[config.mk]
export PLATFORM = sky130hd
export DESIGN_NAME = disp_colour_adapt
export DESIGN_NICKNAME = d
export VERILOG_FILES = /design/src/rtl/disp_pkg.sv /design/src/rtl/colour_chan_conv.sv /design/src/rtl/disp_colour_adapt.sv
export SDC_FILE = /design/constraint.sdc
export NUM_CORES = 1
export LEC_CHECK = 0
export BUFFER_PORTS_ARGS = -buffer_cell sky130_fd_sc_hd__buf_4
export CAP_MARGIN = 5
export CORE_MARGIN = 3
export CORE_UTILIZATION = 45
export DETAILED_ROUTE_END_ITERATION = 10
export PLACE_DENSITY_LB_ADDON = 0.3
export SLEW_MARGIN = 20
export SYNTH_ARGS = -nofsm -noshare
export SYNTH_HDL_FRONTEND = slang
export SYNTH_SLANG_ARGS = --single-unit
[constraint.sdc]
create_clock -name clk_pix -period 0.8 [get_ports clk_pix]
set_input_delay 0.08 -clock clk_pix [delete_from_list [all_inputs] [get_ports clk_pix]]
set_output_delay 0.08 -clock clk_pix [all_outputs]
set_load 0.03 [all_outputs]
[src/rtl/disp_pkg.sv]
// Shared definitions for the display colour adapter: Bayer table, counter width
// and the replicate/truncate width helper.
package disp_pkg;

    localparam int CORDW = 16;
    // Widest channel the width helper handles; channels must be narrower than this.
    localparam int MAXW  = 32;
    localparam int IW    = $clog2(MAXW);

    // 2x2 ordered-dither thresholds, indexed by {y[0]^fpar, x[0]}: {0,2,3,1}.
    localparam logic [3:0][1:0] BAYER = {2'd1, 2'd3, 2'd2, 2'd0};

    // MSB-first repeat of the low win bits of d, cut to wout bits.
    // Covers widening (bit replication), pass-through and plain truncation.
    function automatic logic [MAXW-1:0] rep_trunc(input logic [MAXW-1:0] d,
                                                  input int win, input int wout);
        logic [MAXW-1:0] r;
        r = '0;
        for (int i = 0; i < MAXW; i++) begin
            if (i < wout) r[IW'(wout - 1 - i)] = d[IW'(win - 1 - (i % win))];
        end
        return r;
    endfunction

endpackage

[src/rtl/colour_chan_conv.sv]
// Converts one colour channel from BPC_IN to BPC_OUT bits; purely combinational.
module colour_chan_conv
    import disp_pkg::*;
#(
    parameter int BPC_IN  = 5,
    parameter int BPC_OUT = 8,
    parameter int DITHER  = 1
) (
    input  logic [BPC_IN-1:0]  in_d,
    input  logic               dith_en,
    input  logic [1:0]         dith_idx,
    output logic [BPC_OUT-1:0] out_d
);

    logic [MAXW-1:0]    rep_full;
    logic [BPC_OUT-1:0] base;
    logic               unused_rep;

    assign rep_full   = rep_trunc(MAXW'(in_d), BPC_IN, BPC_OUT);
    assign base       = rep_full[BPC_OUT-1:0];
    assign unused_rep = ^rep_full[MAXW-1:BPC_OUT];

    if (DITHER != 0 && BPC_OUT < BPC_IN) begin : g_dith
        localparam int D  = BPC_IN - BPC_OUT;
        localparam int SW = BPC_IN + 1;
        logic [1:0]    b;
        logic [SW-1:0] t;
        logic [SW-1:0] sum;
        logic          unused_lsb;

        assign b = BAYER[dith_idx];
        // Threshold scaled so the 2-bit Bayer value sits just below the kept bits.
        if (D >= 2) begin : g_shl
            assign t = SW'(b) << (D - 2);
        end else begin : g_shr
            assign t = SW'(b >> 1);
        end
        assign sum        = {1'b0, in_d} + t;
        assign unused_lsb = ^sum[D-1:0];
        // Saturate on carry so bright pixels never wrap to black.
        assign out_d = !dith_en   ? base :
                       sum[BPC_IN] ? '1  : sum[BPC_IN-1:D];
    end else begin : g_plain
        logic unused_dith;
        assign unused_dith = ^{dith_en, dith_idx};
        assign out_d       = base;
    end

endmodule

[src/rtl/disp_colour_adapt.sv]
// Display output stage: per-channel depth conversion with optional temporal
// dither, RGB/BGR swap, blanking and a fixed-latency pipe for de/sync/colour.
module disp_colour_adapt
    import disp_pkg::*;
#(
    parameter int BPC_IN   = 5,
    parameter int BPC_OUT  = 8,
    parameter int CHANNELS = 3,
    parameter int PIPE     = 2,
    parameter int DITHER   = 1
) (
    input  logic                         clk_pix,
    input  logic                         rst_pix_n,
    input  logic                         en_dither,
    input  logic                         swap_rb,
    input  logic                         in_de,
    input  logic                         in_hsync,
    input  logic                         in_vsync,
    input  logic                         in_frame,
    input  logic [CHANNELS*BPC_IN-1:0]   in_colr,
    output logic                         out_de,
    output logic                         out_hsync,
    output logic                         out_vsync,
    output logic [CHANNELS*BPC_OUT-1:0]  out_colr
);

    localparam int CW = CHANNELS * BPC_OUT;
    localparam int PW = PIPE * CW;

    logic [CORDW-1:0] x_q, x_d, y_q, y_d;
    logic             fpar_q, fpar_d, de_prev_q, de_prev_d;
    logic [1:0]       dith_idx;

    logic [CHANNELS-1:0][BPC_IN-1:0]  in_ch, src_ch;
    logic [CHANNELS-1:0][BPC_OUT-1:0] conv_ch;
    logic [CW-1:0]                    blank_colr;

    logic [PIPE-1:0] de_pipe_q, de_pipe_d, hs_pipe_q, hs_pipe_d, vs_pipe_q, vs_pipe_d;
    logic [PW-1:0]   colr_pipe_q, colr_pipe_d;

    // Screen position and frame parity for the dither pattern; in_frame beats a de fall.
    always_comb begin
        x_d       = in_de ? x_q + CORDW'(1) : '0;
        de_prev_d = in_de;
        fpar_d    = fpar_q ^ in_frame;
        y_d       = y_q;
        if (in_frame)               y_d = '0;
        else if (de_prev_q && !in_de) y_d = y_q + CORDW'(1);
    end

    assign dith_idx = {y_q[0] ^ fpar_q, x_q[0]};
    assign in_ch    = in_colr;

    for (genvar c = 0; c < CHANNELS; c++) begin : g_ch
        if (c == 0) begin : g_first
            assign src_ch[c] = swap_rb ? in_ch[CHANNELS-1] : in_ch[c];
        end else if (c == CHANNELS - 1) begin : g_last
            assign src_ch[c] = swap_rb ? in_ch[0] : in_ch[c];
        end else begin : g_mid
            assign src_ch[c] = in_ch[c];
        end

        colour_chan_conv #(
            .BPC_IN  (BPC_IN),
            .BPC_OUT (BPC_OUT),
            .DITHER  (DITHER)
        ) u_conv (
            .in_d     (src_ch[c]),
            .dith_en  (en_dither),
            .dith_idx (dith_idx),
            .out_d    (conv_ch[c])
        );
    end

    // Blank before the pipe so out_colr is zero whenever out_de is.
    assign blank_colr = in_de ? CW'(conv_ch) : '0;

    // Shift every pipe one stage; stage 0 takes the freshly converted pixel.
    always_comb begin
        de_pipe_d   = (de_pipe_q << 1) | PIPE'(in_de);
        hs_pipe_d   = (hs_pipe_q << 1) | PIPE'(in_hsync);
        vs_pipe_d   = (vs_pipe_q << 1) | PIPE'(in_vsync);
        colr_pipe_d = (colr_pipe_q << CW) | PW'(blank_colr);
    end

    // State registers with asynchronous clear.
    always_ff @(posedge clk_pix or negedge rst_pix_n) begin
        if (!rst_pix_n) begin
            x_q         <= '0;
            y_q         <= '0;
            fpar_q      <= 1'b0;
            de_prev_q   <= 1'b0;
            de_pipe_q   <= '0;
            hs_pipe_q   <= '0;
            vs_pipe_q   <= '0;
            colr_pipe_q <= '0;
        end else begin
            x_q         <= x_d;
            y_q         <= y_d;
            fpar_q      <= fpar_d;
            de_prev_q   <= de_prev_d;
            de_pipe_q   <= de_pipe_d;
            hs_pipe_q   <= hs_pipe_d;
            vs_pipe_q   <= vs_pipe_d;
            colr_pipe_q <= colr_pipe_d;
        end
    end

    assign out_de    = de_pipe_q[PIPE-1];
    assign out_hsync = hs_pipe_q[PIPE-1];
    assign out_vsync = vs_pipe_q[PIPE-1];
    assign out_colr  = colr_pipe_q[PW-1 -: CW];

endmodule

==> results.txt <==
* Run status: finished, violations left
* Failing checks: negative setup slack
- Most common library cells after synthesis: sky130_fd_sc_hd__dfrtp_1 (36), sky130_fd_sc_hd__mux2i_1 (10), sky130_fd_sc_hd__nor2b_1 (10), sky130_fd_sc_hd__buf_4 (9), sky130_fd_sc_hd__and2_1 (5)
* Antenna violations before repair: 0
- In the finished design, the share of the clock period the worst path needs comes to 1.19.
- The die is about 57 um wide.
* Number of max-cap violations: 0
- TritonCTS built the clock tree.
- Skew final: 4.66 ps
- For this run, the number of Yosys warnings is 0.
- After floorplanning, the core was divided into 17 placement rows.
* Detailed-router iteration count before antenna repair: 2
- Fraction of registers with async set or reset after synthesis: 1.00
- After layout, the design draws a total of approximately 3.5 mW.
- STA classifies the critical path endpoint as a primary output.
* Dominant cells by area after synthesis: sky130_fd_sc_hd__dfrtp_1 (76%), sky130_fd_sc_hd__mux2i_1 (8.5%), sky130_fd_sc_hd__buf_4 (5.7%), sky130_fd_sc_hd__nor2b_1 (5.3%), sky130_fd_sc_hd__and2_1 (2.7%)
- For the worst-skew pair, the clock arrives at the later sink with an insertion delay of about 310 ps.
* Num CTS Buffers: 5
- Via count of the first global-routing pass: between 700 and 800
* Critical Path AT: 880 ps
- Floorplan die height: ~57 um
* Number of port buffers: between 40 and 50
* Slowest CP cell: sky130_fd_sc_hd__dfrtp_1
- Starting Density: 0.504
- Sw power: around 0.85 mW
* Post-synth top flop: sky130_fd_sc_hd__dfrtp_1
* Post-Route WL: between 1.5 and 2 mm
- Fin. Hold Viols: 0
- Die outline area: approximately 0.0033 mm^2
- Portion of the post-synthesis area used by sequential elements: 0.764
* Post-synthesis net count: 95
* Worst rel slew slack: 0.715
- The first global-routing pass estimated ~3.4 mm of wire.
- Of the total power, registers draw 0.566.
- Post-detailed-route wirelength per cell: 12.8 um
* Worst setup path class: reg2out
- Setup violators final: 27
- In this run the cell area of the synthesized design comes to about 0.0012 mm^2.
- Total GRT Usage: 0.140
- The worst setup path is launched from a register.
- Worst endpoint required time: a little over 700 ps
- Clock-pin slew was measured on the worst setup and hold paths at about 90 ps.
- The number of antenna diodes in the final layout is 0.
- Post-detailed-placement half-perimeter wirelength: around 1.3 mm
* Post-route DRC violation count: 0
- Synth unique cells: 7
* Cell accounting for the most synthesized area: sky130_fd_sc_hd__dfrtp_1
- Of the total power, the share spent switching nets is 0.245.
* Number of cells produced by synthesis: between 70 and 80
- Final GP Congestion: just under 0.7
- Pre-CTS setup slack: 116 ps
* Final net count: around 150
* Clk network pwr share: 0.273
- Via count: approximately 690
* Layout cell share with drive strength beyond 1: 0.424
- Static timing analysis puts the maximum clock frequency at 1050 MHz.
- EDFF count, synth: 0
- Average via count per standard cell: between 4 and 5
- The core region is 0.00234 mm^2.
* Slew at the pin with the worst max-slew slack: 427 ps
- Most used standard cell by instance count after synthesis: sky130_fd_sc_hd__dfrtp_1
- Crit-path cells: buf_6
* Design internal power: 2.62 mW
* Root Buffer Master: sky130_fd_sc_hd__clkbuf_4
- Flip-flop and latch count after synthesis: 36
- Number of clock sinks: 36
- Summed over all cells, the static leakage comes to slightly below 0.9 nW.
- The path class of the tightest hold or removal check is in2reg.
- After synthesis, the mean cell area works out to around 16 um^2.
* Syn-to-layout area delta: 43.8%
- Bufs on Longest Clock Path: 2
- In this run, the number of DRC markers left after iteration 0 of detailed routing was 7.
- Setup repair after global routing could not meet its margin everywhere.
- Subtracting the final worst setup slack from the clock period gives 955 ps.
- Entering global routing, the biggest net connects 37 pins.
- For this design the ratio of total power to cell area is between 2000 and 2500 mW/mm^2.
- Summed over all layers, the global routing overflow is 0.
- Slowest Stage Delay on Critical Path: 410 ps
- The share of total power dissipated in combinational logic is 0.161.
- Max FO, Critical Path: 2
- At the end of the flow the core is filled with cells to 0.725.
- Across the VDD grid, the largest voltage drop is about 1400 uV.
- Grouping stages by cell kind, the critical path spends the most delay in flip-flops.
- I/O pin total: 50
* Least setup slack across all paths after layout: -155 ps
- The count of nets left with antenna violations once routing finished came out at 0.
- Of the post-synthesis cell area, the dominant cell type holds 0.764.
- The H-tree was split into 2 levels.
- Bufs and invs on worst path: 1
- Count of pins over their slew limit: 0
area by class of cell:
cell class / count / area, um^2
repair buffers: 56 / 507
multi-input cells: 25 / 194
well taps: 28 / 35.0
flip-flops and latches: 36 / 901
fillers: 158 / 644
clock buffers: 8 / 58.8
layout by cell type (no fill, tap or decap):
cell type                       count
sky130_fd_sc_hd__dlygate4sd3_1      9
sky130_fd_sc_hd__clkbuf_1           2
sky130_fd_sc_hd__mux2i_1           10
sky130_fd_sc_hd__dfrtp_1           36
sky130_fd_sc_hd__clkbuf_8           1
sky130_fd_sc_hd__clkbuf_4           5
sky130_fd_sc_hd__buf_4             30
sky130_fd_sc_hd__nor2b_1           10
sky130_fd_sc_hd__buf_6             17
sky130_fd_sc_hd__and2_1             5
repair_timing:
| item | 4_1_cts | 5_1_grt |
|---|---|---|
| cloned | 0 | 0 |
| endpoints found under the setup margin | 27 | 27 |
| resized for setup | 13 | 4 |
| setup buffers | 0 | 0 |
| endpoints found under the hold margin | 44 | 0 |
| hold buffers | 9 | 0 |
final timing paths:
kind | start | endpoint | slack (ps) | depth (start not counted)
worst max-delay path | colr_pipe_q[40] | out_colr[21] | -160 | 1
max in group asynchronous | rst_pix_n | colr_pipe_q[19] | 260 | 2
worst min-delay path | in_colr[0] | colr_pipe_q[3] | 30 | 3
min in group asynchronous | rst_pix_n | colr_pipe_q[33] | 240 | 2
worst max register to register | colr_pipe_q[20] | colr_pipe_q[44] | 320 | 0
worst min register to register | colr_pipe_q[19] | colr_pipe_q[43] | 360 | 0
flip-flops by register name (all words and copies together) (netlist names):
signal,cells
vs_pipe_q,2
hs_pipe_q,2
colr_pipe_q,30
de_pipe_q,2
cell families (layout without fill, tap and decap cells):
family	Yosys count	in the layout	share of synthesized area
buffers and inverters	11	64	0.0711
DFF	36	36	0.764
muxes	10	10	0.0849
and+or+nand+nor	15	15	0.0796
power by group through the flow:
stage / combinational (mW) / sequential (mW) / clock [mW]
after floorplan: 0.175 / 2.10 / 0
after global placement: 0.490 / 1.99 / 0
after detailed placement: 0.499 / 1.99 / 0
after CTS: 0.557 / 1.96 / 0.981
after global routing: 0.595 / 1.98 / 1.04
final: 0.558 / 1.96 / 0.948
metal layers:
layer / global-route usage / part of all wire / vias to the layer above
li1: - / - / 321
met1: 0.159 / 0.38 / 327
met2: 0.232 / 0.50 / 39
met3: 0.0385 / 0.080 / 6
met4: 0.0927 / 0.034 / 0
met5: 0 / 0 / -
stage by stage:
step | hold WS (ps) | instance area, um^2 | cells | setup TNS [ps]
2_1_floorplan | -216 | 1180 | 72 | 0
3_3_place_gp | 39.8 | 1480 | 136 | 0
3_5_place_dp | 50.5 | 1480 | 136 | 0
4_1_cts | 22.0 | 1680 | 153 | -4280
5_1_grt | 36.4 | 1700 | 153 | -4790
6_report | 33.6 | 1700 | 153 | -3770
Note: power is estimated with default switching activity, not from simulation.
